--- src/rtl/tlul_host_arbiter.sv ---
// TL-UL payload types and a round-robin arbiter that shares one TL-UL device port
// between NHosts hosts, routing D-channel responses in order through a grant FIFO.
package tlul_pkg;

  typedef struct packed {
    logic        a_valid;
    logic [2:0]  a_opcode;
    logic [2:0]  a_param;
    logic [1:0]  a_size;
    logic [7:0]  a_source;
    logic [31:0] a_address;
    logic [3:0]  a_mask;
    logic [31:0] a_data;
    logic        d_ready;
  } tl_h2d_t;

  typedef struct packed {
    logic        d_valid;
    logic [2:0]  d_opcode;
    logic [2:0]  d_param;
    logic [1:0]  d_size;
    logic [7:0]  d_source;
    logic        d_sink;
    logic [31:0] d_data;
    logic        d_error;
    logic        a_ready;
  } tl_d2h_t;

endpackage

module tlul_host_arbiter #(
  parameter int unsigned NHosts      = 2,
  parameter int unsigned MaxOutstand = 2
) (
  input  logic                               clk_i,
  input  logic                               rst_i,
  input  tlul_pkg::tl_h2d_t                  tl_h_i [NHosts],
  output tlul_pkg::tl_d2h_t                  tl_h_o [NHosts],
  output tlul_pkg::tl_h2d_t                  tl_d_o,
  input  tlul_pkg::tl_d2h_t                  tl_d_i,
  output logic [$clog2(MaxOutstand+1)-1:0]   outstanding_o,
  output logic                               err_o
);

  localparam int unsigned IdxW = $clog2(NHosts);
  localparam int unsigned PtrW = (MaxOutstand > 1) ? $clog2(MaxOutstand) : 1;
  localparam int unsigned CntW = $clog2(MaxOutstand + 1);

  logic [IdxW-1:0] rr_q, rr_d;
  logic [IdxW-1:0] lock_idx_q, lock_idx_d;
  logic            lock_q, lock_d;
  logic            err_q, err_d;
  logic [PtrW-1:0] wptr_q, wptr_d, rptr_q, rptr_d;
  logic [CntW-1:0] cnt_q, cnt_d;
  logic [IdxW-1:0] fifo_q [MaxOutstand];

  logic [IdxW-1:0] grant, cand, head;
  logic            found, full, empty, push, pop, locked_valid;

  assign full         = (cnt_q == CntW'(MaxOutstand));
  assign empty        = (cnt_q == '0);
  assign head         = fifo_q[rptr_q];
  assign locked_valid = tl_h_i[lock_idx_q].a_valid;

  // Grant: held while locked, otherwise first requester at or above the rr pointer.
  always_comb begin
    grant = lock_idx_q;
    cand  = '0;
    found = 1'b0;
    if (lock_q) begin
      found = locked_valid;
    end else begin
      for (int unsigned i = 0; i < NHosts; i++) begin
        cand = IdxW'((32'(rr_q) + i) % NHosts);
        if (!found && tl_h_i[cand].a_valid) begin
          found = 1'b1;
          grant = cand;
        end
      end
    end
  end

  // A/D channel steering and next-state; a_ready only sees the registered count.
  always_comb begin
    tl_d_o     = '0;
    push       = 1'b0;
    pop        = 1'b0;
    rr_d       = rr_q;
    lock_d     = lock_q;
    lock_idx_d = lock_idx_q;
    wptr_d     = wptr_q;
    rptr_d     = rptr_q;
    err_d      = err_q;
    for (int unsigned h = 0; h < NHosts; h++) begin
      tl_h_o[h]         = tl_d_i;
      tl_h_o[h].a_ready = 1'b0;
      tl_h_o[h].d_valid = 1'b0;
    end

    if (found) tl_d_o = tl_h_i[grant];
    tl_d_o.a_valid        = found & ~full & ~rst_i;
    tl_d_o.d_ready        = 1'b1;
    tl_h_o[grant].a_ready = found & tl_d_i.a_ready & ~full & ~rst_i;
    push = tl_d_o.a_valid & tl_d_i.a_ready;

    if (push) begin
      rr_d   = IdxW'((32'(grant) + 1) % NHosts);
      lock_d = 1'b0;
      wptr_d = (wptr_q == PtrW'(MaxOutstand - 1)) ? '0 : wptr_q + PtrW'(1);
    end else if (tl_d_o.a_valid) begin
      lock_d     = 1'b1;
      lock_idx_d = grant;
    end

    if (!empty) begin
      tl_h_o[head].d_valid = tl_d_i.d_valid & ~rst_i;
      tl_d_o.d_ready       = tl_h_i[head].d_ready;
    end else if (tl_d_i.d_valid) begin
      err_d = 1'b1;
    end
    pop = ~empty & tl_d_i.d_valid & tl_d_o.d_ready;
    if (pop) rptr_d = (rptr_q == PtrW'(MaxOutstand - 1)) ? '0 : rptr_q + PtrW'(1);

    cnt_d = cnt_q + CntW'(push) - CntW'(pop);
  end

  always_ff @(posedge clk_i or posedge rst_i) begin
    if (rst_i) begin
      rr_q       <= '0;
      lock_q     <= 1'b0;
      lock_idx_q <= '0;
      wptr_q     <= '0;
      rptr_q     <= '0;
      cnt_q      <= '0;
      err_q      <= 1'b0;
      for (int unsigned i = 0; i < MaxOutstand; i++) fifo_q[i] <= '0;
    end else begin
      rr_q       <= rr_d;
      lock_q     <= lock_d;
      lock_idx_q <= lock_idx_d;
      wptr_q     <= wptr_d;
      rptr_q     <= rptr_d;
      cnt_q      <= cnt_d;
      err_q      <= err_d;
      if (push) fifo_q[wptr_q] <= grant;
    end
  end

  assign outstanding_o = cnt_q;
  assign err_o         = err_q;

  a_no_push_full: assert property (@(posedge clk_i) disable iff (rst_i) !(push && full));
  a_lock_hold:    assert property (@(posedge clk_i) disable iff (rst_i) lock_q |-> locked_valid);

endmodule
--- config.mk ---
export PLATFORM = sky130hd
export DESIGN_NAME = tlul_host_arbiter
export DESIGN_NICKNAME = d
export VERILOG_FILES = /design/src/rtl/tlul_host_arbiter.sv
export SDC_FILE = /design/constraint.sdc
export NUM_CORES = 1
export LEC_CHECK = 0
export CORE_AREA = 2 2 163 165
export CTS_BUF_LIST = sky130_fd_sc_hd__clkbuf_8
export DETAILED_ROUTE_END_ITERATION = 16
export DIE_AREA = 0 0 165 167
export HOLD_SLACK_MARGIN = 0.03
export PLACE_DENSITY = 0.39
export SETUP_SLACK_MARGIN = 0.5
export SLEW_MARGIN = 20
export SYNTH_ARGS = -nofsm -noshare
export SYNTH_HDL_FRONTEND = slang
export SYNTH_SLANG_ARGS = --single-unit
--- constraint.sdc ---
create_clock -name clk_i -period 5.6 [get_ports clk_i]
set_input_delay 1.12 -clock clk_i [delete_from_list [all_inputs] [get_ports clk_i]]
set_output_delay 1.12 -clock clk_i [all_outputs]
set_load 0.02 [all_outputs]
# Word-level counts from Yosys, hierarchy flattened
# Index checks and enable logic that the tools add are counted.
[word_totals]
wordCells = 96
input_bits = 226
reg_bits = 10
out_inout_bits = 193
[classes]
n_lt_le_gt_ge = 10
n_reduce_logical = 9
eq_ne = 1
n_addsub = 6
muxes = 41
bitwise = 20
[op_table]
columns = ["op", "n"]
rows = [
  ["2-to-1 mux 86 bit", 9],
  ["2-to-1 mux 85 bit", 4],
  ["bitwise mux 104 bit", 2],
  ["demux 52 bit (select 1 bit)", 2],
  ["2-to-1 mux 104 bit", 1],
  ["2-to-1 mux 52 bit", 1],
  ["2-to-1 mux 1 bit", 20],
  ["greater-or-equal comparator 2 bit, second input constant", 7],
  ["NOT 1 -> 2 bit", 7],
  ["AND 1 bit", 9],
  ["less-than comparator 2 x 1 -> 1 bit, second input constant", 3],
  ["adder 1 bit, second input constant", 4],
  ["logical AND 1 bit", 4],
  ["NOT 1 bit", 4],
  ["AND reduction 2 bit", 2],
  ["adder 2 x 1 -> 2 bit", 1],
  ["bitwise mux 2 bit", 1],
  ["== test 2 bit, second input constant", 1],
  ["logical NOT 2 bit", 1],
  ["nonzero test 2 bit", 1],
  ["subtractor 2 x 1 -> 2 bit", 1],
  ["demux 1 bit (select 1 bit)", 1],
  ["logical NOT 1 bit", 1],
]

# Logic depth before layout (Yosys ltp)
[logic_depth]
depth_word = 18
depth_mapped = 9
ltp_nobuf = 9

# Worst setup path after synthesis
# No wires, ideal clock.
[synth_timing]
path_kind = "input port to output port"
from = "input port tl_h_i[85] (netlist bit)"
to = "output port tl_d_o[11] (netlist bit)"
path_slack_ps = 2183
required_time_ps = 4480
arrival_ps = 2297
path_buffers = 2
stages = 6
cell_sequence = "nor2b_2 > o2bb2ai_1 > buf_6 > buf_2 > nand2_1 > a21oi_1"
[synth_rtl]
columns = ["item", "line_no", "text"]
rows = [
  ["start: declaration", "37", "input tlul_pkg::tl_h2d_t tl_h_i [NHosts],"],
  ["end: declaration", "39", "output tlul_pkg::tl_h2d_t tl_d_o,"],
]

==> flow_summary.toml <==
[grt]
grt_pass1_wl_mm = 19.0
grt_max_degree = 48
antenna_found_initial = 0
grt_util_all_layers_pct = 8.87
grt_pass1_vias = 3285
grt_overflow_total = 0

[setup_path]
crit_chain = "clkdlybuf4s50_1 -> nor2b_2 -> a2bb2oi_4 -> buf_4 -> nand2_1 -> a21oi_1 -> clkdlybuf4s50_1"
worstSetupEndpointType = "output pin"
max_stage_delay_ps = 670
crit_type = "in -> out"
cp_num_buf_inv = 3
crit_family = "buffers and inverters"
path_max_fanout = 41
critPathSlowestCell = "clkdlybuf4s50_1"
arrival_ps = 3680
crit_top_cell = "clkdlybuf4s50_1"
crit_required_ps = 4480
cp-start-kind = "primary input"

[die]
row_count = 59
die_h_um = 167
die_x_um = 165
core_area_um2 = 25800
initial_utilization_pct = 10.2
die-area_um2 = 27600
ios = 419

[yosys]
ys_seq_elements = 10
synth_area_leaders = "buf_4 29%, nand2_1 24%, a21oi_1 12%"
yosysSeqAreaShare_pct = 9.51
async_flop_share_pct = 100
synth.avg_cell_area_um2 = 6.11
synth_edf_count = 0
synth_warnings = 0
ys_top_cells_by_count = "170 x nand2_1, 102 x buf_4, 65 x a21oi_1"
synth_top_area_share_pct = 29.1
synthesis.area_um2 = 2630
synth.largest_area_cell = "buf_4"
mappedNetlistNets = 659
synth.most_common_cell = "nand2_1"
ys.flop_type = "dfrtp_1"
syn_inst = 431
yosysUniqueCellTypes = 32

[clock_tree]
holdBufCountCts = 0
numCtsBuffers = 3
clk_pin_slew_ps = 50
cts_root_buffer = "clkbuf_8"
cts_resized = 0
htreeDepth = 1
post-cts-setup-buffers = 0
clockBufferDepth = 2
clk_latency_ps = 230
tritoncts = "yes"
clock_sinks = 10

[final_layout]
stdcell_area_um2 = 4980
syn2layout_area_growth_pct = 89.3
antenna_cells = 0
fin_nets = 811
fin_util_pct = 19.3
drive_above_1_share_pct = 6.53

[drt]
drt-total-wl_mm = 13.3
wire_per_inst_um = 14.5
drcViolationCount = 0
first_iter_violations = 91
first_pass_iters = 4
via_count = 3216
ant_nets = 0
vias_per_cell = 3.51

[timing]
skew_ps = 7.14
hold_violations = 0
slew_viol_final = 0
finalSetupViolCount = 0
final.min_clock_period_ps = 4800
fin_setup_tns_ps = 0
relSlewSlack_pct = 65.6
fin_ws_ps = 800
fmax_ghz = 0.208
holdWs_ps = 466
worstMarginPinSlew_ps = 517
grt_setup_unrepaired = "false"
period_share_pct = 85.7

[worst_hold_path]
hold_path_class = "reg -> reg"

[placement]
place.gp.congestion = 0.744
dp_hpwl_mm = 10.9
portBuffers = 268
dpl-instance-area_um2 = 4930
pre_cts_slack_ps = 743

[power]
p_leak_nw = 1.86
ir_worst_vdd_mv = 0.250
p_per_area_nw_per_um2 = 427

[run_status]
outcome = "complete, no violations"

[run]
cap_violations = 0
-- metal layers --
metal  GRT usage (%)  routed length, µm  vias up
met3            4.26               1910       22
met4            2.53                358        0
met2            16.9               6730      247
met1            8.22               4330     1366
li1                -                  -     1581
met5               0                  0        -
-- path summary, 6_finish.rpt --
kind | startpoint | end | slack [ps] | depth (start not counted)
min | err_o | err_o | 470 | 1
min reg2reg | err_o | err_o | 470 | 1
min in group asynchronous | rst_i | err_o | 1310 | 2
max | tl_h_i[85] | tl_d_o[36] | 800 | 7
max in group asynchronous | rst_i | wptr_q | 3980 | 2
max reg2reg | lock_idx_q | outstanding_o[1] | 3390 | 9
-- area by class of cell --
class                      count  area (µm²)
clock buffer                   4        55.1
inverter                       3        11.3
fill                        2939       20800
multi-input combinational    291        1490
timing repair buffer         274        2750
sequential                    10         250
tap                          335         419
-- through the flow --
step                      power [mW]  cells
after detailed placement        2.07    913
after floorplan                 1.32    431
after CTS                       2.18    917
final                           2.13    917
after global routing            2.31    917
after global placement          2.09    913
-- report_power, final --
| group | leakage, nW | total (mW) | switching (mW) | internal (mW) |
|---|---|---|---|---|
| Sequential | 0.114 | 0.145 | 0.0395 | 0.106 |
| Combinational | 1.71 | 1.89 | 1.05 | 0.840 |
| Clock | 0.0288 | 0.0896 | 0.0279 | 0.0618 |
-- logic make-up (layout without fill, tap and decap cells) --
logic type               count (synthesis)  after routing  share of synthesized area [%]
AND/OR/NAND/NOR                        188            188                           29.6
buffers and inverters                  130            281                           35.0
AO/OA/AOI/OAI                           92             92                           21.6
flip-flops                              10             10                           9.51
multiplexers                             5              5                           2.04
XOR/XNOR                                 4              4                           1.33
adder cells (fa/ha/maj)                  2              2                          0.950
-- cells in the final DEF, fill, tap and decap left out, types with 3 or more instances in the layout --
master | synthesis | final
a21oi_1 | 65 | 65
a21oi_2 | 19 | 19
buf_4 | 102 | 4
clkbuf_8 | 0 | 4
clkdlybuf4s50_1 | 0 | 268
dfrtp_1 | 10 | 10
inv_1 | 3 | 3
mux2_1 | 3 | 3
nand2_1 | 170 | 170
nor3_1 | 4 | 4
-- sequential cells by signal, summed over array words and instances, names as in the netlist --
| register | flops |
|---|---|
| err_o | 1 |
| rr_q | 1 |
| lock_q | 1 |
| rptr_q | 1 |
| wptr_q | 1 |
| lock_idx_q | 1 |
| outstanding_o | 2 |
| fifo_q | 2 |
(Power assumes the default switching activity.)
